### src/rtl/mem_stage.sv
// Memory stage: issues the data access on the req/ack bus, stalls M until it retires, holds MEM/WB.
// Optional MEM_TIMEOUT_EN aborts an access after TIMEOUT WAIT cycles and sets a sticky BusErrW.
module mem_stage #(
  parameter int unsigned TIMEOUT = 16
) (
  input  logic        clk,
  input  logic        reset,
  input  logic        RegWriteM,
  input  logic        MemtoRegM,
  input  logic        MemWriteM,
  input  logic        LoadM,
  input  logic        StoreM,
  input  logic [3:0]  WriteAddrM,
  input  logic [31:0] WriteDataM,
  input  logic [31:0] ALUResultM,
  output logic        mem_req,
  output logic        mem_we,
  output logic [31:0] mem_addr,
  output logic [31:0] mem_wdata,
  input  logic [31:0] mem_rdata,
  input  logic        mem_ack,
  output logic        StallM,
  output logic        RegWriteW,
  output logic        MemtoRegW,
  output logic [3:0]  WriteAddrW,
  output logic [31:0] ReadDataW,
  output logic [31:0] ALUOutW,
`ifdef MEM_TIMEOUT_EN
  output logic        BusErrW,
`endif
  output logic [31:0] ResultW
);

  typedef enum logic {S_IDLE, S_WAIT} state_t;

  state_t      state_q;
  logic        mem_req_q, mem_we_q;
  logic [31:0] mem_addr_q, mem_wdata_q;
  logic        regwrite_w_q, memtoreg_w_q;
  logic [3:0]  writeaddr_w_q;
  logic [31:0] readdata_w_q, aluout_w_q;

  logic        memop;
  logic        abort;
  logic [31:0] rdata_d;

  assign memop = LoadM | StoreM;

`ifdef MEM_TIMEOUT_EN
  localparam int unsigned CW = $clog2(TIMEOUT);
  logic [CW-1:0] cnt_q;
  logic          buserr_q;

  // ack in the last permitted cycle wins over the abort
  assign abort   = (state_q == S_WAIT) && !mem_ack && (cnt_q == CW'(TIMEOUT - 1));
  assign BusErrW = buserr_q;
`else
  assign abort = 1'b0;
`endif

  // StallM drops exactly on the edge where the M-stage instruction leaves, so MEM/WB loads iff !StallM
  assign StallM  = (state_q == S_IDLE) ? memop : (!mem_ack && !abort);
  assign rdata_d = ((state_q == S_WAIT) && mem_ack && LoadM) ? mem_rdata : 32'd0;

  always_ff @(negedge clk) begin
    if (reset) begin
      state_q       <= S_IDLE;
      mem_req_q     <= 1'b0;
      mem_we_q      <= 1'b0;
      mem_addr_q    <= 32'd0;
      mem_wdata_q   <= 32'd0;
      regwrite_w_q  <= 1'b0;
      memtoreg_w_q  <= 1'b0;
      writeaddr_w_q <= 4'd0;
      readdata_w_q  <= 32'd0;
      aluout_w_q    <= 32'd0;
`ifdef MEM_TIMEOUT_EN
      cnt_q         <= '0;
      buserr_q      <= 1'b0;
`endif
    end else begin
      case (state_q)
        S_IDLE: if (memop) begin
          mem_addr_q  <= {ALUResultM[31:2], 2'b00};
          mem_wdata_q <= WriteDataM;
          mem_we_q    <= StoreM & MemWriteM;
          mem_req_q   <= 1'b1;
          state_q     <= S_WAIT;
        end
        S_WAIT: if (mem_ack || abort) begin
          mem_req_q <= 1'b0;
          mem_we_q  <= 1'b0;
          state_q   <= S_IDLE;
        end
      endcase

      if (!StallM) begin
        regwrite_w_q  <= RegWriteM & ~abort;
        memtoreg_w_q  <= MemtoRegM;
        writeaddr_w_q <= WriteAddrM;
        readdata_w_q  <= rdata_d;
        aluout_w_q    <= ALUResultM;
      end else begin
        regwrite_w_q  <= 1'b0;
        memtoreg_w_q  <= 1'b0;
        writeaddr_w_q <= 4'd0;
        readdata_w_q  <= 32'd0;
        aluout_w_q    <= 32'd0;
      end

`ifdef MEM_TIMEOUT_EN
      if (state_q == S_IDLE) cnt_q <= '0;
      else if (!mem_ack)     cnt_q <= cnt_q + 1'b1;
      if (abort) buserr_q <= 1'b1;
`endif
    end
  end

  assign mem_req    = mem_req_q;
  assign mem_we     = mem_we_q;
  assign mem_addr   = mem_addr_q;
  assign mem_wdata  = mem_wdata_q;
  assign RegWriteW  = regwrite_w_q;
  assign MemtoRegW  = memtoreg_w_q;
  assign WriteAddrW = writeaddr_w_q;
  assign ReadDataW  = readdata_w_q;
  assign ALUOutW    = aluout_w_q;
  assign ResultW    = memtoreg_w_q ? readdata_w_q : aluout_w_q;

endmodule
### config.mk
export PLATFORM = sky130hd
export DESIGN_NAME = mem_stage
export DESIGN_NICKNAME = d
export VERILOG_FILES = /design/src/rtl/mem_stage.sv
export SDC_FILE = /design/constraint.sdc
export NUM_CORES = 1
export LEC_CHECK = 0
export BUFFER_PORTS_ARGS = -buffer_cell sky130_fd_sc_hd__buf_2
export CAP_MARGIN = 20
export CORE_UTILIZATION = 46
export CTS_CLUSTER_DIAMETER = 50
export CTS_CLUSTER_SIZE = 24
export DETAILED_ROUTE_END_ITERATION = 8
export HOLD_SLACK_MARGIN = 0.12
export PLACE_DENSITY_LB_ADDON = 0.1
export REMOVE_ABC_BUFFERS = 1
export SYNTH_ARGS = -nofsm -noshare
export SYNTH_HDL_FRONTEND = slang
export SYNTH_SLANG_ARGS = --single-unit
export TNS_END_PERCENT = 10
### constraint.sdc
create_clock -name clk -period 2.05 [get_ports clk]
set_input_delay 0.615 -clock clk [delete_from_list [all_inputs] [get_ports clk]]
set_output_delay 0.615 -clock clk [all_outputs]
set_load 0.005 [all_outputs]
==> flow_summary_export.csv <==
group,metric,value,unit
floorplanning,coreArea,11700,sq um
cts,clockBufferDepth,2,
timing,hold_viol,0,
power_and_ir_drop,max-vdd-ir-drop,0.000519,V
synth,synthDistinctLibCells,23,
worst_setup_path,crit_type,"flop to primary output",
worst_setup_path,required,1.43,ns
placed_design,dp_hpwl,10.3,mm
global_routing,grt_pass1_wl,23.2,mm
timing,fin_setup_tns,-104.00,ns
synth,synth_cells,518,
placed_design,numPortBuffers,274,
worst_setup_path,reg2reg_from,"state_q",
worst_setup_path,rrSetupSlack,0.72,ns
timing,clock_skew,0.0143,ns
power_and_ir_drop,power.density,888,nW/um^2
status,status,"finished, violations left",
synth,synth-simple-area-share,0.183,
cts,root_buffer,"clkbuf_16",
floorplanning,ioPinCount,277,
synth,synth_compound_area_frac,0.0920,
power_and_ir_drop,finalPower,8.11,mW
finish,nets,1054,
route,vias_per_cell,4.60,
hold_path,holdPathEnd,"mem_wdata[22]",
cts,cts_hold_buffers,0,
hold_path,hold_path.class,"flop to flop",
global_routing,antenna_found_initial,0,
placed_design,globalplace.congestion,0.758,
route,drt-total-wl,15.4,mm
route,vias,5068,
cts,clk_latency,0.46,ns
synth,synth_fa_ha_area_frac,0,
worst_setup_path,cp-end-kind,"primary output",
status,violations,"negative setup slack",
global_routing,grt.overflow.total,0,
cts,cts_sinks,135,
timing,setup_viol,298,
worst_setup_path,reg2reg_depth,4,
cts,clk_pin_slew,0.04,ns
cts,postCtsSetupRepairBufs,0,
finish,antennaDiodeCount,0,
cts,htree_levels,4,
worst_setup_path,arrival,2.49,ns
finish,multi_input_comb_area,2590,sq um
timing,maxSlewViolCount,0,
floorplanning,fp.dieH,113,um
global_routing,grt_max_degree,64,
route,final_antenna_net_count,0,
finish,seqCellArea,2860,sq um
power_and_ir_drop,p_leak,4.99,nW
floorplanning,core.rowCount,39,
worst_setup_path,worst_r2r_endpoint,"mem_wdata[0]",
synth,syn_avg_cell_area,10.8,sq um
cts,cts_buffers,17,
synth,seq_area_frac_synth,0.481,
floorplanning,start_util,0.482,
floorplanning,die-width,113,um
finish,fillers,759,
route,drc,0,
global_routing,grt.total_usage,0.236,
synth,synthMuxAreaShare,0.175,
synth,synthXorXnorAreaFrac,0,
synth,ys_ff_latch,135,
route,drt_iter0_drc,211,
timing,rsz0062_at_grt,"yes",
flow_run,max_cap_violations,0,
timing,fin_ws,-1.05,ns
hold_path,hold_path_depth,2,
hold_path,hold_start,"mem_wdata[22]",
floorplanning,die_area,12700,sq um
synth,syn_area,5620,sq um
synth,synth_top_family_by_area,"simple AND/OR/NAND/NOR gates",
route,dr.pass1.iters,4,
global_routing,first_global_vias,5349,
worst_setup_path,cp-start-kind,"flop",
synth,synth_warnings,0,
worst_setup_path,critPathMaxFanout,15,
route,route.detailed.wl_per_inst,14.0,um
finish,drive_gt1_frac,0.570,
finish,syn2layout_area_growth,62.6,%
cts,cts_tree,"done",
==> sequential cells by signal, indices dropped and copies added, names as in the netlist <==
name	count
state_q	1
WriteAddrW	4
mem_req	1
RegWriteW	1
mem_wdata	32
mem_addr	30
mem_we	1
MemtoRegW	1
ReadDataW	32
ALUOutW	32
==> routing by layer <==
metal	up-vias	wire [um]	GRT usage
li1	2540	-	-
met1	2306	5960	0.218
met3	30	1200	0.133
met4	0	289	0.143
met2	192	7940	0.406
met5	-	0	0
==> placed cells by master (no fill, tap or decap), types with 2 or more instances in the layout <==
master	synthesis	layout
a211oi_2	38	38
and2_1	33	32
buf_12	0	13
buf_2	10	215
buf_4	8	25
buf_6	5	64
bufinv_16	0	4
clkbuf_16	0	17
clkinvlp_2	0	5
conb_1	1	2
dfxtp_1	135	11
dfxtp_2	0	123
inv_1	39	175
inv_4	0	3
mux2_2	30	20
mux2_4	0	11
mux2i_1	62	62
nand2b_1	125	125
==> metrics by stage <==
step | utilization | instance area, sq um | hold slack [ns] | std cells | setup WS, ns
2_1_floorplan | - | 5380 | 0.464 | 476 | -1.43
3_3_place_gp | 0.635 | 7400 | 0.454 | 936 | -0.751
3_5_place_dp | 0.635 | 7400 | 0.461 | 936 | -0.778
4_1_cts | 0.762 | 8890 | 0.468 | 1102 | -1.06
5_1_grt | 0.783 | 9130 | 0.486 | 1102 | -1.09
6_report | 0.783 | 9130 | 0.462 | 1102 | -1.05
==> timing repair <==
action,4_1_cts,5_1_grt
endpoints found under the setup margin,301,301
gates resized for setup,147,61
pin swaps,20,20
==> critical path, cell delays in order, from the launching register on <==
cell and delay, ns:
dfxtp_4 0.37, buf_12 0.17, mux2_2 0.35, buf_2 0.13
==> cells by family after synthesis <==
| group | after synthesis |
|---|---|
| mux | 94 |
| compound gates | 43 |
| flops | 135 |
| buf+inv | 82 |
| other cells | 1 |
| simple gates | 163 |
==> worst max path at each step <==
stage,from,end,slack [ns]
3_3_place_gp,StoreM,state_q,-0.75
5_1_grt,MemtoRegW,ResultW[27],-1.09
6_report,MemtoRegW,ResultW[27],-1.05
4_1_cts,MemtoRegW,ResultW[5],-1.06
2_1_floorplan,state_q,StallM,-1.43
3_5_place_dp,StoreM,ALUOutW[2],-0.78
==> Yosys cell counts (all sizes together) <==
master  count  area share
a21boi      1      0.0013
or3b        1      0.0016
and3b       1      0.0016
nand2       1     0.00067
or3         1      0.0011
nand2b    125        0.14
o21ba       2      0.0036
inv        39       0.026
conb        1     0.00067
a21oi       1     0.00089
and2       33       0.037
a211oi     38       0.085
mux2       32       0.064
a221oi      1      0.0016
dfxtp     135        0.48
mux2i      62        0.11
clkbuf     18       0.012
and4b       1      0.0018
buf        25       0.031
==> report_power, final <==
| part | total [mW] | internal [mW] | switching (mW) |
|---|---|---|---|
| registers | 2.90 | 2.82 | 0.0888 |
| clock network | 4.24 | 2.37 | 1.87 |
| logic | 0.966 | 0.564 | 0.401 |
==> layout make-up <==
class / instances / area share
repair buffers: 317 / 0.246
multi-input cells: 302 / 0.284
clock buffers: 17 / 0.0466
well taps: 143 / 0.0196
inverters: 38 / 0.0156
clock inverters: 150 / 0.0752
flip-flops and latches: 135 / 0.313
Power figures use the tool's default switching activity.
